**config.mk**
```make
export PLATFORM = sky130hd
export DESIGN_NAME = elevator_ctrl
export DESIGN_NICKNAME = d
export VERILOG_FILES = /design/src/rtl/elevator_pkg.sv /design/src/rtl/elevator_ctrl_tick_gen.sv /design/src/rtl/elevator_ctrl.sv
export SDC_FILE = /design/constraint.sdc
export NUM_CORES = 1
export LEC_CHECK = 0
export CORE_MARGIN = 3
export CORE_UTILIZATION = 56
export DETAILED_ROUTE_END_ITERATION = 12
export PLACE_DENSITY = 0.79
export SETUP_SLACK_MARGIN = 0.05
export SLEW_MARGIN = 30
export SYNTH_ARGS = -nofsm -noshare
export SYNTH_HDL_FRONTEND = slang
export SYNTH_SLANG_ARGS = --single-unit
```
**constraint.sdc**
```tcl
create_clock -name clk -period 3.4 [get_ports clk]
set_input_delay 0.34 -clock clk [delete_from_list [all_inputs] [get_ports clk]]
set_output_delay 0.34 -clock clk [all_outputs]
set_load 0.05 [all_outputs]
```
**src/rtl/elevator_pkg.sv**
```systemverilog
// Shared types for the elevator controller: FSM state encoding and its width.
package elevator_pkg;

  localparam int STATE_W = 2;

  typedef enum logic [STATE_W-1:0] {
    IDLE = 2'd0,
    MOVE = 2'd1,
    DOOR = 2'd2
  } state_t;

endpackage

```
**src/rtl/elevator_ctrl_tick_gen.sv**
```systemverilog
// Free-running movement-tick generator: one registered pulse every TICK_DIV clock cycles.
module tick_gen #(
  parameter int TICK_DIV = 10_000_000
) (
  input  logic clk,
  input  logic rst_n,
  output logic tick
);

  localparam int CNT_W = (TICK_DIV > 2) ? $clog2(TICK_DIV) : 1;
  localparam logic [CNT_W-1:0] LAST     = CNT_W'(TICK_DIV - 1);
  localparam logic [CNT_W-1:0] PRE_LAST = CNT_W'(TICK_DIV - 2);

  logic [CNT_W-1:0] cnt;

  // NOTE: sequential state is written with non-blocking assignments only, so every
  // register samples pre-edge values regardless of statement order.
  // tick is registered one count early so it is high exactly while cnt == LAST.
  always_ff @(posedge clk or negedge rst_n) begin
    if (!rst_n) begin
      cnt  <= '0;
      tick <= 1'b0;
    end else begin
      cnt  <= (cnt == LAST) ? '0 : cnt + CNT_W'(1);
      tick <= (cnt == PRE_LAST);
    end
  end

endmodule

```
**src/rtl/elevator_ctrl.sv**
```systemverilog
// N-floor collective elevator controller: latched requests, sweep scheduling, timed door.
module elevator_ctrl
  import elevator_pkg::*;
#(
  parameter int NUM_FLOORS = 8,
  parameter int FLOOR_W    = $clog2(NUM_FLOORS),
  parameter int TICK_DIV   = 10_000_000,
  parameter int DOOR_TICKS = 3
) (
  input  logic                  clk,
  input  logic                  rst_n,
  input  logic                  req_valid,
  input  logic [FLOOR_W-1:0]    req_floor,
  output logic [FLOOR_W-1:0]    floor,
  output logic [NUM_FLOORS-1:0] floor_onehot,
  output logic [NUM_FLOORS-1:0] pending,
  output logic                  dir_up,
  output logic                  moving,
  output logic                  door_open,
  output logic                  tick
);

  localparam int DOOR_W = $clog2(DOOR_TICKS + 1);
  localparam logic [DOOR_W-1:0]  DOOR_LOAD  = DOOR_W'(DOOR_TICKS);
  localparam logic [FLOOR_W:0]   FLOORS_EXT = (FLOOR_W + 1)'(NUM_FLOORS);

  state_t state, state_next;

  logic [FLOOR_W-1:0]    floor_next, step_floor;
  logic                  dir_next;
  logic [DOOR_W-1:0]     door_cnt, door_cnt_next;
  logic [NUM_FLOORS-1:0] pending_next, set_mask, clear_mask;
  logic [NUM_FLOORS-1:0] above_mask, below_mask;
  logic [NUM_FLOORS-1:0] onehot_next;
  logic                  ahead, behind;
  logic                  req_in_range, door_reload;
  logic                  moving_next, door_open_next;

  tick_gen #(.TICK_DIV(TICK_DIV)) u_tick_gen (
    .clk   (clk),
    .rst_n (rst_n),
    .tick  (tick)
  );

  // Thermometer masks split pending into floors strictly above and below the car.
  always_comb begin
    // NOTE: every variable gets a default before any conditional assignment so no
    // latch can be inferred.
    above_mask = '0;
    below_mask = '0;
    for (int i = 0; i < NUM_FLOORS; i++) begin
      above_mask[i] = (FLOOR_W'(i) > floor);
      below_mask[i] = (FLOOR_W'(i) < floor);
    end
  end

  assign ahead      = dir_up ? |(pending & above_mask) : |(pending & below_mask);
  assign behind     = dir_up ? |(pending & below_mask) : |(pending & above_mask);
  assign step_floor = dir_up ? floor + FLOOR_W'(1) : floor - FLOOR_W'(1);

  // A current-floor request while the door is open only extends the door time.
  assign req_in_range = ({1'b0, req_floor} < FLOORS_EXT);
  assign door_reload  = req_valid && req_in_range && (state == DOOR) && (req_floor == floor);

  always_comb begin
    set_mask = '0;
    for (int i = 0; i < NUM_FLOORS; i++) begin
      set_mask[i] = req_valid && req_in_range && !door_reload && (req_floor == FLOOR_W'(i));
    end
  end

  // State register.
  always_ff @(posedge clk or negedge rst_n) begin
    if (!rst_n) state <= IDLE;
    else        state <= state_next;
  end

  // Next-state and datapath decisions; the FSM only advances on tick cycles.
  always_comb begin
    state_next    = state;
    floor_next    = floor;
    dir_next      = dir_up;
    door_cnt_next = door_cnt;
    clear_mask    = '0;
    if (tick) begin
      case (state)
        IDLE: begin
          if (pending[floor]) begin
            clear_mask[floor] = 1'b1;
            door_cnt_next     = DOOR_LOAD;
            state_next        = DOOR;
          end else if (ahead) begin
            state_next = MOVE;
          end else if (behind) begin
            dir_next   = ~dir_up;
            state_next = MOVE;
          end
        end
        MOVE: begin
          floor_next = step_floor;
          if (pending[step_floor]) begin
            clear_mask[step_floor] = 1'b1;
            door_cnt_next          = DOOR_LOAD;
            state_next             = DOOR;
          end
        end
        DOOR: begin
          door_cnt_next = door_cnt - DOOR_W'(1);
          if (door_cnt == DOOR_W'(1)) state_next = IDLE;
        end
        default: state_next = IDLE;
      endcase
    end
    if (door_reload) begin
      door_cnt_next = DOOR_LOAD;
      state_next    = DOOR;
    end
  end

  // Clear beats a same-cycle set: a request for the floor being served counts as served.
  assign pending_next = (pending | set_mask) & ~clear_mask;

  // Output decode from the next state so every status output leaves a flop.
  always_comb begin
    moving_next    = (state_next == MOVE);
    door_open_next = (state_next == DOOR);
    onehot_next    = '0;
    for (int i = 0; i < NUM_FLOORS; i++) begin
      onehot_next[i] = (floor_next == FLOOR_W'(i));
    end
  end

  always_ff @(posedge clk or negedge rst_n) begin
    if (!rst_n) begin
      floor        <= '0;
      floor_onehot <= NUM_FLOORS'(1);
      pending      <= '0;
      dir_up       <= 1'b1;
      door_cnt     <= '0;
      moving       <= 1'b0;
      door_open    <= 1'b0;
    end else begin
      floor        <= floor_next;
      floor_onehot <= onehot_next;
      pending      <= pending_next;
      dir_up       <= dir_next;
      door_cnt     <= door_cnt_next;
      moving       <= moving_next;
      door_open    <= door_open_next;
    end
  end

endmodule

```
Yosys cells after proc, flatten, opt, wreduce, memory -nomap -nowiden
Cells that the tools add are included.
W data, S select, Z words.

word-level totals
  word-level logic and storage cells = 120
  output and inout port bits = 23
  flip-flop bits (word level) = 51

cells by class
  magnitude comparators = 20
  reductions and logical operators = 23
  $add $sub $neg = 4
  mux-type cells = 31
  equal/unequal tests = 24
  bitwise operators = 8

operator list
  operator                 count
  $eq A24 B24 Y1 const B   2
  $add A24 B1 Y24 const B  1
  $and A8 B8 Y8            3
  $eq A3 B3 Y1 const B     8
  $mux W24                 1
  $mux W8                  3
  $mux W2                  11
  $pmux W8 S2              1
  $reduce_or A8 Y1         2
  $logic_and A1 B1 Y1      13
  $eq A3 B2 Y1 const B     4
  $gt A3 B3 Y1 const A     4
  $lt A3 B3 Y1 const A     4
  $pmux W2 S3              2
  $mux W3                  3
  $lt A3 B4 Y1 const B     2
  $not A8 Y8               1
  $or A8 B8 Y8             1
  $bmux W1 S3              2
  $demux W1 S3             2
  $eq A2 B1 Y1 const B     3
  $eq A3 B1 Y1 const B     2
  $ge A3 B1 Y1 const B     2
  $gt A1 B3 Y1 const A     2
  18 further kinds         31

Depth between registers and ports, before layout
  depth in word-level cells = 11
  mapped depth = 9

Modules after synthesis
Synthesis repeated with hierarchy kept, for this count alone.

second synthesis, totals
  cells, all modules = 317
  area, all modules = 3,040.4 um^2

modules (own cells, without submodules)
  module         area each (um^2)  cells each  sequential area each (um^2)  times used
  elevator_ctrl  1,851.8           203         653.1                        1
  tick_gen       1,188.6           114         625.6                        1

Worst setup path after synthesis
No wires, ideal clock.

  kind = register to register
  from = reg floor[0]
  to = reg pending[1]
  stages on the path, launching flop included = 10
  setup slack = 0.646 ns
  buffers on the path = 1
  library setup time = 0.104 ns
  period minus slack after synthesis = 2.754 ns
  data arrival time = 2.650 ns
  cell sequence = dfrtp_1 > inv_1 > clkbuf_1 > ha_1 > xor2_4 > o21a_4 > o41a_1 > a22oi_2 > nor3_1 > a221oi_1

between the ends
  cells in the longest elaborated chain, start to end = 11
  elaborated cells between the ends (all ways) = 29
  classes of those cells = add/sub: 2; order compare: 4; eq/ne: 1; mux: 13; bitwise: 3; reduce/logical: 6

ends and longest elaborated chain
  element                                                             RTL line              RTL
  start, declared                                                     elevator_ctrl.sv:14   output logic [FLOOR_W-1:0] floor,
  start signal, assigned                                              elevator_ctrl.sv:143  floor <= floor_next;
  $sub A3 B1 Y3 or $add A3 B1 Y3 (tied branches)                      elevator_ctrl.sv:59   assign step_floor = dir_up ? floor + FLOOR_W'(1) : floor - FLOOR_W'(1);
  $mux W3                                                             elevator_ctrl.sv:59
  $lt A3 B4 Y1 (not written as such) or $ge A3 B1 Y1 (tied branches)  elevator_ctrl.sv:102  clear_mask[step_floor] = 1'b1;
  $logic_and A1 B1 Y1 (not written as such)                           elevator_ctrl.sv:102
  $mux W1 (not written as such)                                       elevator_ctrl.sv:102
  $demux W1 S3                                                        elevator_ctrl.sv:102
  $mux W8                                                             elevator_ctrl.sv:101  if (pending[step_floor]) begin
  $pmux W8 S2                                                         elevator_ctrl.sv:86   case (state)
  $mux W8                                                             elevator_ctrl.sv:85   if (tick) begin
  $not A8 Y8                                                          elevator_ctrl.sv:121  assign pending_next = (pending | set_mask) & ~clear_mask;
  $and A8 B8 Y8 (*)                                                   elevator_ctrl.sv:121
  net pending_next[1]                                                 elevator_ctrl.sv:32   logic [NUM_FLOORS-1:0] pending_next, set_mask, clear_mask;
  end signal, assigned                                                elevator_ctrl.sv:145  pending <= pending_next;
  end, declared                                                       elevator_ctrl.sv:16   output logic [NUM_FLOORS-1:0] pending,

The timed path passes the listed nets; every way through them passes the cells marked *. The select of a mux whose other input is x is not followed.
A chain may end at the register's enable or synchronous reset.

Worst setup path in the final report
  from = reg floor[1]
  to = reg pending[1]

Same word-level chain as after synthesis.

==> reports/metrics.cfg <==
[timing]
max_freq_ghz = 0.354
period_needed_ps = 2830
holdWs_ps = 96.7
worstMarginPinSlew_ps = 747
rsz0062_at_grt = false
slew_headroom_pct = 50.2
hold_viol = 0
setup_viol = 0
slew_viol_final = 0
period_share_pct = 83.1
finalSetupTns_ps = 0
fin_worst_skew_ps = 12.0

[yosys]
synth.distinct_cells = 54
syn_avg_cell_area_um2 = 9.51
seq_area_frac_synth_pct = 44.6
syn_area_um2 = 2860
async_flop_share_pct = 100
syn_nets = 316
synthFlopType = dfrtp_1
yosysWarnings = 0
synth-edff-count = 0
postSynthCellCount = 301
synth_seq_cells = 51

[worst_setup_path]
max_stage_delay_ps = 640
crit_end = pending[1]
critPathArrivalTime_ps = 2980
critPathMaxFanout = 15
cp-end-kind = flop
crit_buf_inv = 1
setup.worst_path.start = floor[1]
path_cells = inv_1 > ha_1 > xor2_1 > and3_1 > o41a_1 > a22oi_2 > nor3_1 > a221oi_1
rr_worst_depth = 8
cp_top_family = simple AND/OR/NAND/NOR gates
rr_startpoint = floor[1]
reg2reg_to = pending[1]
worstSetupStartpointType = flop
r2r_slack_ps = 570
crit_type = flop to flop
path_depth = 8
worstPathRequired_ps = 3560
critPathSlowestCell = dfrtp_1

[clock_tree]
clk_path_buf_depth = 2
clockRootBuffer = clkbuf_8
cts_buffers = 5
postCtsSetupBuffers = 0
path_clk_slew_ps = 100
hold_buffers = 0
cts_resized = 0
worstSkewPairLatency_ps = 300
cts_tree = yes
cts_htree_levels = 2
clkSinkCount = 51

[floorplanning]
ios = 29
coreArea_um2 = 4820
die-width_um = 77.5
die-area_um2 = 6010
die_h_um = 77.5
row_count = 25
start_util_pct = 59.5

[global_route]
antenna_found_initial = 0
grt_pass1_wl_mm = 10.8
grt_overflow_total = 0
grt_pass1_vias = 2320
grt_usage_pct = 22.5
grt_max_degree = 36

[detailed_routing]
dr.first_iter.drc_count = 203
final_antenna_net_count = 0
wl_per_cell_um = 15.5
viasPerCell = 5.91
wirelength_mm = 6.15
dr.pass1.iters = 4
drc_errors = 0
vias = 2354

[job]
drv_cap = 0

[placement]
portBuffers = 28
gp_congestion = 0.897
hpwl_mm = 4.53

[power]
p_total_mw = 1.09
irDropWorstVdd_uv = 358
p_per_area_nw_per_um2 = 332
p_leak_nw = 1.49

[final_layout]
layout_common_cells = dfrtp_1, nor2_1, clkdlybuf4s50_1, nand2_1
final_common_cell = dfrtp_1
final_nets = 345
antennaDiodeCount = 0
drive_above_1_share_pct = 6.65
syn_to_final_growth_pct = 14.7

[hold_path]
min_path_type = input port to asynchronous set/reset pin

[run_status]
status = finished, final reports clean

worst reg2reg max path: cells and delay by family (launching register included):
kind / cells / cell delay [ps]
buffers and inverters: 1 / 190
flip-flops: 1 / 640
XOR/XNOR: 1 / 390
AO/OA/AOI/OAI: 3 / 420
adder cells (fa/ha/maj): 1 / 370
AND/OR/NAND/NOR: 2 / 670
synthesized netlist by cell type (3+ instances only):
| master | number | area [um2] |
|---|---|---|
| nand4_1 | 8 | 50.1 |
| inv_1 | 15 | 56.3 |
| nor3_1 | 9 | 45.0 |
| mux2i_1 | 5 | 50.1 |
| or2_2 | 3 | 18.8 |
| and3_1 | 10 | 62.6 |
| nand2b_1 | 5 | 31.3 |
| nor4_1 | 4 | 25.0 |
| and2_1 | 3 | 18.8 |
| nor2_1 | 35 | 131 |
| xor2_1 | 12 | 105 |
| nand3_1 | 12 | 60.1 |
| xnor2_1 | 15 | 131 |
| nand2_1 | 21 | 78.8 |
| clkbuf_1 | 5 | 18.8 |
| nor2b_1 | 6 | 37.5 |
| dfrtp_1 | 49 | 1230 |
| ha_1 | 9 | 113 |
| a41o_1 | 3 | 30.0 |
| o211ai_1 | 3 | 22.5 |
| a21oi_1 | 15 | 75.1 |
| o21ai_0 | 11 | 55.1 |
where the power goes:
part,internal (mW),total (mW),switching [mW]
Combinational,0.0368,0.106,0.0689
Sequential,0.615,0.637,0.0224
Clock,0.145,0.346,0.201
layer usage:
| layer | vias to the layer above | global-route usage [%] | wire length (um) |
|---|---|---|---|
| li1 | 1135 | - | - |
| met1 | 1102 | 28.4 | 2620 |
| met2 | 94 | 36.4 | 3000 |
| met3 | 23 | 4.41 | 339 |
| met4 | 0 | 11.9 | 184 |
| met5 | - | 0 | 0 |
cell type report:
| cell class | instances | area, um2 |
|---|---|---|
| timing repair buffer | 31 | 298 |
| sequential | 51 | 1280 |
| tap | 67 | 83.8 |
| multi-input combinational | 226 | 1480 |
| inverter | 15 | 56.3 |
| fill | 409 | 1530 |
| clock buffer | 5 | 68.8 |
| clock inverter | 3 | 18.8 |
state kept, by name, summed over array words and instances, names as in the netlist, 2 cells and up:
signal / cells
u_tick_gen.cnt: 24
door_cnt: 2
state: 2
floor: 3
floor_onehot: 8
pending: 8
worst min path at each step:
stage / end / slack, ps / cells past startpoint
3_3_place_gp: floor[2] / 450 / 1
3_5_place_dp: floor[2] / 450 / 1
6_report: pending[0] / 100 / 1
4_1_cts: pending[4] / 120 / 1
5_1_grt: floor_onehot[6] / 150 / 1
2_1_floorplan: door_cnt[0] / 40 / 0
cells by family (layout without fill, tap and decap cells):
| group | after synthesis | count (layout) | share of synthesized area [%] |
|---|---|---|---|
| flip-flops | 51 | 51 | 44.6 |
| buffers and inverters | 24 | 54 | 3.63 |
| AO/OA/AOI/OAI | 60 | 60 | 14.7 |
| XOR/XNOR | 28 | 28 | 9.22 |
| adder cells (fa/ha/maj) | 9 | 9 | 3.93 |
| AND/OR/NAND/NOR | 123 | 123 | 21.7 |
| multiplexers | 6 | 6 | 2.14 |
stage by stage:
| stage | utilization [%] | std cells | area (um2) | setup slack [ps] |
|---|---|---|---|---|
| detailed placement | 66.4 | 390 | 3200 | 664 |
| CTS | 68.2 | 398 | 3290 | 641 |
| floorplan | - | 301 | 2860 | 646 |
| global route | 68.2 | 398 | 3290 | 359 |
| finish | 68.2 | 398 | 3290 | 574 |
| global placement | 66.4 | 390 | 3200 | 794 |
No activity file was read; power rests on OpenSTA's default activity.
